==> src/rtl/count_mon_pkg.sv <==
// Shared types and constants for the count order monitor.
package count_mon_pkg;

  typedef enum logic [1:0] {
    IDLE    = 2'd0,
    ACQ     = 2'd1,
    LOCK_UP = 2'd2,
    LOCK_DN = 2'd3
  } state_t;

  localparam int               ERR_CNT_W   = 8;
  localparam logic [ERR_CNT_W-1:0] ERR_CNT_MAX = 8'd255;
  localparam int               MISS_W      = 4;

endpackage

==> src/rtl/count_step_cmp.sv <==
// Classifies one count step: is the new sample prev+1 / prev-1, and does that step cross the wrap boundary.
module count_step_cmp #(
  parameter int WIDTH = 4
) (
  input  logic [WIDTH-1:0] i_prev,
  input  logic [WIDTH-1:0] i_s,
  output logic             o_is_next,
  output logic             o_is_prev,
  output logic             o_is_wrap_up,
  output logic             o_is_wrap_dn
);

  logic [WIDTH-1:0] w_next;
  logic [WIDTH-1:0] w_prev;

  assign w_next       = i_prev + {{(WIDTH-1){1'b0}}, 1'b1};
  assign w_prev       = i_prev - {{(WIDTH-1){1'b0}}, 1'b1};
  assign o_is_next    = (i_s == w_next);
  assign o_is_prev    = (i_s == w_prev);
  // Wrap flags describe the step prev->s, independent of which direction is locked.
  assign o_is_wrap_up = o_is_next && (i_prev == {WIDTH{1'b1}});
  assign o_is_wrap_dn = o_is_prev && (i_prev == {WIDTH{1'b0}});

endmodule

==> src/rtl/count_order_monitor.sv <==
// Locks onto the direction of a wrap-around count stream and flags wraps, reversals and ordering errors.
// Optional feature macro: COUNT_MON_REV_EN (accept a single-step direction reversal while locked).
module count_order_monitor
  import count_mon_pkg::*;
#(
  parameter int WIDTH     = 4,
  parameter int ERR_LIMIT = 3
) (
  input  logic                 clk,
  input  logic                 rst,
  // in_valid qualifies in_count for exactly one cycle; there is no backpressure.
  input  logic                 in_valid,
  input  logic [WIDTH-1:0]     in_count,
  output logic                 locked,
  output logic                 dir,
  output logic                 wrap,
  output logic                 rev,
  output logic                 err,
  output logic [ERR_CNT_W-1:0] err_cnt,
  output state_t               dbg_state
);

  state_t               r_state;
  state_t               w_state_nxt;
  logic [WIDTH-1:0]     r_prev;
  logic [MISS_W-1:0]    r_miss;
  logic [MISS_W-1:0]    w_miss_nxt;
  logic [MISS_W:0]      w_miss_inc;
  logic                 r_dir;
  logic                 w_dir_nxt;
  logic                 r_locked;
  logic                 r_wrap;
  logic                 r_rev;
  logic                 r_err;
  logic [ERR_CNT_W-1:0] r_err_cnt;
  logic                 w_wrap;
  logic                 w_rev;
  logic                 w_err;
  logic                 w_is_next;
  logic                 w_is_prev;
  logic                 w_is_wrap_up;
  logic                 w_is_wrap_dn;

  count_step_cmp #(.WIDTH(WIDTH)) u_cmp (
    .i_prev       (r_prev),
    .i_s          (in_count),
    .o_is_next    (w_is_next),
    .o_is_prev    (w_is_prev),
    .o_is_wrap_up (w_is_wrap_up),
    .o_is_wrap_dn (w_is_wrap_dn)
  );

  assign w_miss_inc = {1'b0, r_miss} + {{MISS_W{1'b0}}, 1'b1};

  always_comb begin
    w_state_nxt = r_state;
    w_miss_nxt  = r_miss;
    w_dir_nxt   = r_dir;
    w_wrap      = 1'b0;
    w_rev       = 1'b0;
    w_err       = 1'b0;
    if (in_valid) begin
      case (r_state)
        IDLE: w_state_nxt = ACQ;
        ACQ: begin
          // Up is tested first so that WIDTH=1 (next==prev) resolves to up.
          if (w_is_next) begin
            w_state_nxt = LOCK_UP;
            w_dir_nxt   = 1'b1;
            w_miss_nxt  = '0;
          end else if (w_is_prev) begin
            w_state_nxt = LOCK_DN;
            w_dir_nxt   = 1'b0;
            w_miss_nxt  = '0;
          end
        end
        LOCK_UP: begin
          if (w_is_next) begin
            w_miss_nxt = '0;
            w_wrap     = w_is_wrap_up;
          end else if (w_is_prev) begin
`ifdef COUNT_MON_REV_EN
            w_state_nxt = LOCK_DN;
            w_dir_nxt   = 1'b0;
            w_rev       = 1'b1;
            w_miss_nxt  = '0;
            w_wrap      = w_is_wrap_dn;
`else
            w_err = 1'b1;
`endif
          end else begin
            w_err = 1'b1;
          end
        end
        LOCK_DN: begin
          if (w_is_prev) begin
            w_miss_nxt = '0;
            w_wrap     = w_is_wrap_dn;
          end else if (w_is_next) begin
`ifdef COUNT_MON_REV_EN
            w_state_nxt = LOCK_UP;
            w_dir_nxt   = 1'b1;
            w_rev       = 1'b1;
            w_miss_nxt  = '0;
            w_wrap      = w_is_wrap_up;
`else
            w_err = 1'b1;
`endif
          end else begin
            w_err = 1'b1;
          end
        end
        default: w_state_nxt = IDLE;
      endcase
      // A violation that reaches the limit drops lock and clears the miss run together.
      if (w_err) begin
        if (int'(w_miss_inc) >= ERR_LIMIT) begin
          w_state_nxt = ACQ;
          w_miss_nxt  = '0;
        end else begin
          w_miss_nxt = w_miss_inc[MISS_W-1:0];
        end
      end
    end
  end

  always_ff @(posedge clk or posedge rst) begin
    if (rst) begin
      r_state   <= IDLE;
      r_prev    <= '0;
      r_miss    <= '0;
      r_dir     <= 1'b1;
      r_locked  <= 1'b0;
      r_wrap    <= 1'b0;
      r_rev     <= 1'b0;
      r_err     <= 1'b0;
      r_err_cnt <= '0;
    end else begin
      r_wrap <= w_wrap;
      r_rev  <= w_rev;
      r_err  <= w_err;
      if (in_valid) begin
        r_state  <= w_state_nxt;
        r_prev   <= in_count;
        r_miss   <= w_miss_nxt;
        r_dir    <= w_dir_nxt;
        r_locked <= (w_state_nxt == LOCK_UP) || (w_state_nxt == LOCK_DN);
        if (w_err && (r_err_cnt != ERR_CNT_MAX)) begin
          r_err_cnt <= r_err_cnt + 1'b1;
        end
      end
    end
  end

  assign locked    = r_locked;
  assign dir       = r_dir;
  assign wrap      = r_wrap;
  assign rev       = r_rev;
  assign err       = r_err;
  assign err_cnt   = r_err_cnt;
  assign dbg_state = r_state;

endmodule

==> config.mk <==
export PLATFORM = sky130hd
export DESIGN_NAME = count_order_monitor
export DESIGN_NICKNAME = d
export VERILOG_FILES = /design/src/rtl/count_mon_pkg.sv /design/src/rtl/count_step_cmp.sv /design/src/rtl/count_order_monitor.sv
export SDC_FILE = /design/constraint.sdc
export NUM_CORES = 1
export LEC_CHECK = 0
export BUFFER_PORTS_ARGS = -buffer_cell sky130_fd_sc_hd__buf_2
export CAP_MARGIN = 10
export CELL_PAD_IN_SITES_DETAIL_PLACEMENT = 1
export CELL_PAD_IN_SITES_GLOBAL_PLACEMENT = 2
export CORE_MARGIN = 4
export CORE_UTILIZATION = 37
export DETAILED_ROUTE_END_ITERATION = 6
export MAX_ROUTING_LAYER = met4
export PLACE_DENSITY = 0.83
export SLEW_MARGIN = 20
export SYNTH_ARGS = -nofsm -noshare
export SYNTH_HDL_FRONTEND = slang
export SYNTH_SLANG_ARGS = --single-unit
==> constraint.sdc <==
create_clock -name clk -period 6.4 [get_ports clk]
set_input_delay 0.64 -clock clk [delete_from_list [all_inputs] [get_ports clk]]
set_output_delay 0.64 -clock clk [all_outputs]
set_load 0.02 [all_outputs]
Word level (Yosys, flattened, before mapping)
Cells that the tools add are included.
W data, S select, Z words.
{ "totals": {"regBits": 22, "out_inout_bits": 15, "word_cells": 57} }
{ "op_classes": {"addsub": 4, "n_lt_le_gt_ge": 1, "eq_ne": 10, "mux": 23, "n_reduce_logical": 11} }
{ "ops": {"columns": ["operator", "n"], "rows": [
  ["$mux W4", 5],
  ["$pmux W4 S3", 1],
  ["$mux W2", 5],
  ["$mux W1", 9],
  ["$add A8 B1 Y8 const B", 1],
  ["$eq A2 B2 Y1 const B", 4],
  ["$eq A4 B4 Y1", 2],
  ["$ne A8 B8 Y1 const B", 1],
  ["$reduce_and A3 Y1", 2],
  ["$add A4 B1 Y5 const B", 1],
  ["$ge A5 B2 Y1 const B", 1],
  ["$add A4 B1 Y4 const B", 1],
  ["$eq A4 B4 Y1 const B", 1],
  ["$logic_not A4 Y1", 1],
  ["$pmux W1 S2", 2],
  ["$pmux W2 S2", 1],
  ["$reduce_bool A4 Y1", 1],
  ["$sub A4 B1 Y4 const B", 1],
  ["$logic_and A1 B1 Y1", 3],
  ["$ne A3 B2 Y1 const B", 1],
  ["$eq A2 B1 Y1 const B", 1],
  ["$logic_not A2 Y1", 1],
  ["$reduce_and A2 Y1", 1],
  ["$reduce_bool A2 Y1", 1],
  ["$logic_or A1 B1 Y1", 1]
]} }

Logic depth before layout (Yosys ltp)
{ "logic_depth": {"ltp_word": 10, "depth_mapped": 8, "depth_no_buf": 8} }

Modules after synthesis
From an unflattened synthesis, not the netlist that was laid out.
{ "hier_totals": {"cells_unflattened": 124, "hier_area_um2": 1257.5} }
{ "modules_own_cells": {"columns": ["mod", "instances", "cells_each", "area_each_um2", "seq_area_each_um2"], "rows": [
  ["count_order_monitor", 1, 99, 1068.5, 551.8],
  ["count_step_cmp", 1, 25, 188.9, 0.0]
]} }

Least setup slack after synthesis
OpenSTA, ideal clock, no wires.
{ "synth_timing": {"kind": "flip-flop to flip-flop", "start": "register r_prev[0]", "end": "register r_err_cnt[1] (netlist: err_cnt[1])", "setup_ps": 125, "arrival_time_ps": 1879, "required_ps": 6275, "path_slack_ps": 4396, "path_stages_with_launch": 9, "path_buffers": 1, "period_less_slack_ps": 2004, "cell_sequence": "dfrtp_1 > inv_1 > ha_1 > xor2_1 > nand4bb_1 > buf_6 > mux2i_4 > nor3_2 > mux2_4"} }
{ "synth_between": {"elab_chain_len": 8} }
{ "synth_rtl": {"columns": ["element", "line_no", "rtl"], "rows": [
  ["start, declared", "count_order_monitor.sv:25", "logic [WIDTH-1:0] r_prev;"],
  ["start signal, assigned", "count_order_monitor.sv:144", "r_prev <= in_count;"],
  ["$sub A4 B1 Y4 or $add A4 B1 Y4 (tied branches)", "count_step_cmp.sv:17, count_step_cmp.sv:16", null],
  ["$eq A4 B4 Y1 (on tied branches)", "count_step_cmp.sv:19, count_step_cmp.sv:18", null],
  ["$mux W1 (on tied branches)", "count_order_monitor.sv:96, count_order_monitor.sv:78", null],
  ["$pmux W1 S2 *", "count_order_monitor.sv:63", "case (r_state)"],
  ["$mux W1 * (2 in series)", "count_order_monitor.sv:62", "if (in_valid) begin"],
  ["$logic_and A1 B1 Y1 *", "count_order_monitor.sv:148", "if (w_err && (r_err_cnt != ERR_CNT_MAX)) begin"],
  ["$reduce_and A2 Y1 (no line) *", null, null],
  ["end signal, assigned", "count_order_monitor.sv:149", "r_err_cnt <= r_err_cnt + 1'b1;"],
  ["end, declared", "count_order_monitor.sv:35", "logic [ERR_CNT_W-1:0] r_err_cnt;"]
]} }
Every way passes the cells marked *; elsewhere a longest branch is shown, timed or not. The select of a mux whose other input is x is not followed.
A chain may end at the register's enable or synchronous reset.

Final worst setup path
Same ends and word-level chain as after synthesis.

==> reports/metrics.csv <==
stage;metric;value;unit
timing;fin crit share;37.4;%
flow_run;Max-Cap Viols;0;
worst_setup_path;Crit-path slowest cell;dfrtp_1;
placement;Final Wtd Congestion;0.866;
clock_tree;CTS root buf;clkbuf_4;
synth;Mapped Nets;132;
worst_setup_path;R2R Path Start;r_prev[0]$_DFFE_PP0P_;
synth;complex-gate fraction of the synthesized area;8.22;%
final_layout;post-layout util;44.0;%
placement;hpwl dp;1940;µm
final_layout;Multi-input gate area;609;µm²
floorplanning;Die Wd;65.4;µm
synth;Post-synth ARST share;100;%
timing;Worst Tran Pin Value;0.827;ns
timing;RSZ-0062 raised after global routing;no;
worst_setup_path;crit-path max cell delay;0.46;ns
worst_setup_path;WP data required;6.60;ns
clock_tree;setup repair bufs after CTS;0;
global_route;first-pass GRT wire length;4440;µm
timing;Final Worst Setup Slack;4.00;ns
timing;max_slew headroom;44.8;%
power;PwrDens;333;mW/mm²
timing;max frequency;418;MHz
floorplanning;Die Height;65.4;µm
clock_tree;total CTS buffers;3;
timing;crit path time final;2.40;ns
global_route;antenna violations before repair;0;
global_route;pin count of the biggest net entering global routing;23;
final_layout;share of cells above drive strength 1;22.6;%
drt;post-DR wirelength/cell;13.9;µm
clock_tree;CTS clk-pin slew, worst paths;0.13;ns
synth;largest family of logic cells by synthesized area;simple AND/OR/NAND/NOR gates;
final_layout;Fillers;379;
timing;Final setup violation count;0;
floorplanning;std cell rows;20;
final_layout;register area;552;µm²
worst_hold_path;Worst Hold Class;primary input to async pin;
synth;multiplexer area fraction after synthesis;4.93;%
synth;warnings from Yosys;0;
clock_tree;Sink Count;22;
worst_setup_path;Crit path max-delay family;multiplexers;
worst_setup_path;WS Path Type;register to register;
timing;Pins Over Slew Limit;0;
clock_tree;clk buf depth;2;
drt;1st-iter DRT viols;30;
drt;routed vias/inst;4.99;
clock_tree;H-tree levels;1;
final_layout;most common cell after layout, fill and taps aside;dfrtp_1;
floorplanning;Core Area;0.00310;mm²
power;Max rail drop VDD;0.163;mV
clock_tree;hold buffers post-CTS;0;
drt;Residual DRC;0;
synth;Mapped Avg Cell Area;10.2;µm²
synth;Post-synth EDFFs;0;
final_layout;most frequent cells in the layout;dfrtp_1, buf_2, nand2_1;
drt;router iterations before antenna repair;4;
floorplanning;DIE AREA;0.00427;mm²
synth;Post-Synth XOR/XNOR Area;12.0;%
worst_setup_path;CP Capture Type;register;
placement;pre-CTS WS;3.98;ns
drt;Routed Antenna Nets;0;
worst_setup_path;critical-path cell list;inv_1 -> ha_1 -> xor2_1 -> nand4bb_1 -> mux2i_4 -> nor3_2 -> mux2_4;
synth;Seq/Total Area, Yosys;45.3;%
synth;Synth Area in Adders;6.17;%
clock_tree;Clock Latency Late Sink;0.30;ns
placement;Port Buffers;20;
final_layout;antenna cells;0;
global_route;vias in the first global route;972;
clock_tree;Post-CTS Resized;0;
floorplanning;IO Count;22;
global_route;Tot GR Track Use;13.4;%
worst_setup_path;WP buf/inv;1;
worst_setup_path;Crit path arrival time;2.59;ns
drt;Vias;904;
worst_setup_path;Worst Setup SP;r_prev[0]$_DFFE_PP0P_;
synth;synthesis-stage register bit count;22;
floorplanning;Initial Utilization;39.2;%
worst_setup_path;critical-path maximum fanout;8;
worst_setup_path;CP startpoint kind;register;
global_route;global route total overflow;0;
synth;Synth Area in Simple Gates;18.4;%
timing;Setup Total Neg Slack;0;ns
final_layout;Final #Nets;151;
synth;Most used DFF post-synth;dfrtp_1;
power;leakage power;0.682;nW
synth;Yosys cell types;32;
timing;final hold viol count;0;
timing;Fin Clk Skew;0.00840;ns
status;status;finished, final reports clean;
synth;Post-Syn Instances;119;
final_layout;Area growth syn-to-layout;12.1;%
synth;Mapped Area;0.00122;mm²
drt;final wirelength;2520;µm
clock_tree;CTS tree;done;
stage by stage:
| step | std cells | total power [W] | hold slack (ns) | cell area [µm²] |
|---|---|---|---|---|
| 2_1_floorplan | 119 | 0.000339 | 0.455 | 1220 |
| 3_3_place_gp | 177 | 0.000386 | 0.469 | 1340 |
| 3_5_place_dp | 177 | 0.000394 | 0.483 | 1340 |
| 4_1_cts | 181 | 0.000462 | 0.507 | 1370 |
| 5_1_grt | 181 | 0.000491 | 0.537 | 1370 |
| 6_report | 181 | 0.000454 | 0.474 | 1370 |
area by class of cell:
type,count,share of cell area (%)
Multi-Input combinational cell,85,44.6
Inverter,6,1.65
Clock buffer,4,1.92
Sequential cell,22,40.4
Timing Repair Buffer,20,7.33
Tap cell,44,4.03
sequential cells by signal, summed over array words and instances, names as in the netlist:
| signal | flops |
|---|---|
| wrap | 1 |
| dir | 1 |
| r_prev | 4 |
| r_miss | 4 |
| dbg_state | 2 |
| err_cnt | 8 |
| locked | 1 |
| err | 1 |
synth_stat cells, drive strengths merged, types with 4 or more instances:
cell type	count	area, µm²
nand2	12	45.0
o21ai	7	35.0
inv	6	22.5
nand4	5	31.3
clkbuf	4	15.0
xor2	12	113
nor3	6	35.0
ha	6	75.1
nand3	4	20.0
nor2	7	26.3
dfrtp	21	526
report_power, final:
| part | internal (W) | leakage, nW | total [W] | switching [W] |
|---|---|---|---|---|
| Clock | 0.0000243 | 0.0150 | 0.0000656 | 0.0000413 |
| Sequential | 0.000172 | 0.279 | 0.000215 | 0.0000428 |
| Combinational | 0.0000701 | 0.388 | 0.000173 | 0.000103 |
logic make-up (layout without fill, tap and decap cells):
family	Yosys count	count (layout)
XOR/XNOR	15	15
adder cells (fa/ha/maj)	6	6
AND/OR/NAND/NOR	43	43
multiplexers	4	4
buffers and inverters	12	30
flip-flops	22	22
other	1	1
AO/OA/AOI/OAI	16	16
path summary, 6_finish.rpt:
| kind | depth (start not counted) | slack [ns] | end |
|---|---|---|---|
| max in group asynchronous | 2 | 5.41 | err_cnt[0]$_DFFE_PP0P_ |
| worst min-delay path | 2 | 0.47 | err$_DFF_PP0_ |
| worst max register to register | 7 | 4.00 | err_cnt[1]$_DFFE_PP0P_ |
| worst max-delay path | 7 | 4.00 | err_cnt[1]$_DFFE_PP0P_ |
| min in group clk | 2 | 0.50 | locked$_DFFE_PP0P_ |
| worst min register to register | 2 | 0.50 | locked$_DFFE_PP0P_ |
layer usage:
| layer | vias up | track usage [%] | share of wire (%) |
|---|---|---|---|
| met5 | - | - | 0 |
| met4 | 0 | 4.15 | 0.75 |
| met3 | 2 | 2.05 | 2.4 |
| met2 | 11 | 21.6 | 48 |
| met1 | 444 | 17.5 | 48 |
| li1 | 447 | - | - |
Note: power is estimated with default switching activity, not from simulation.
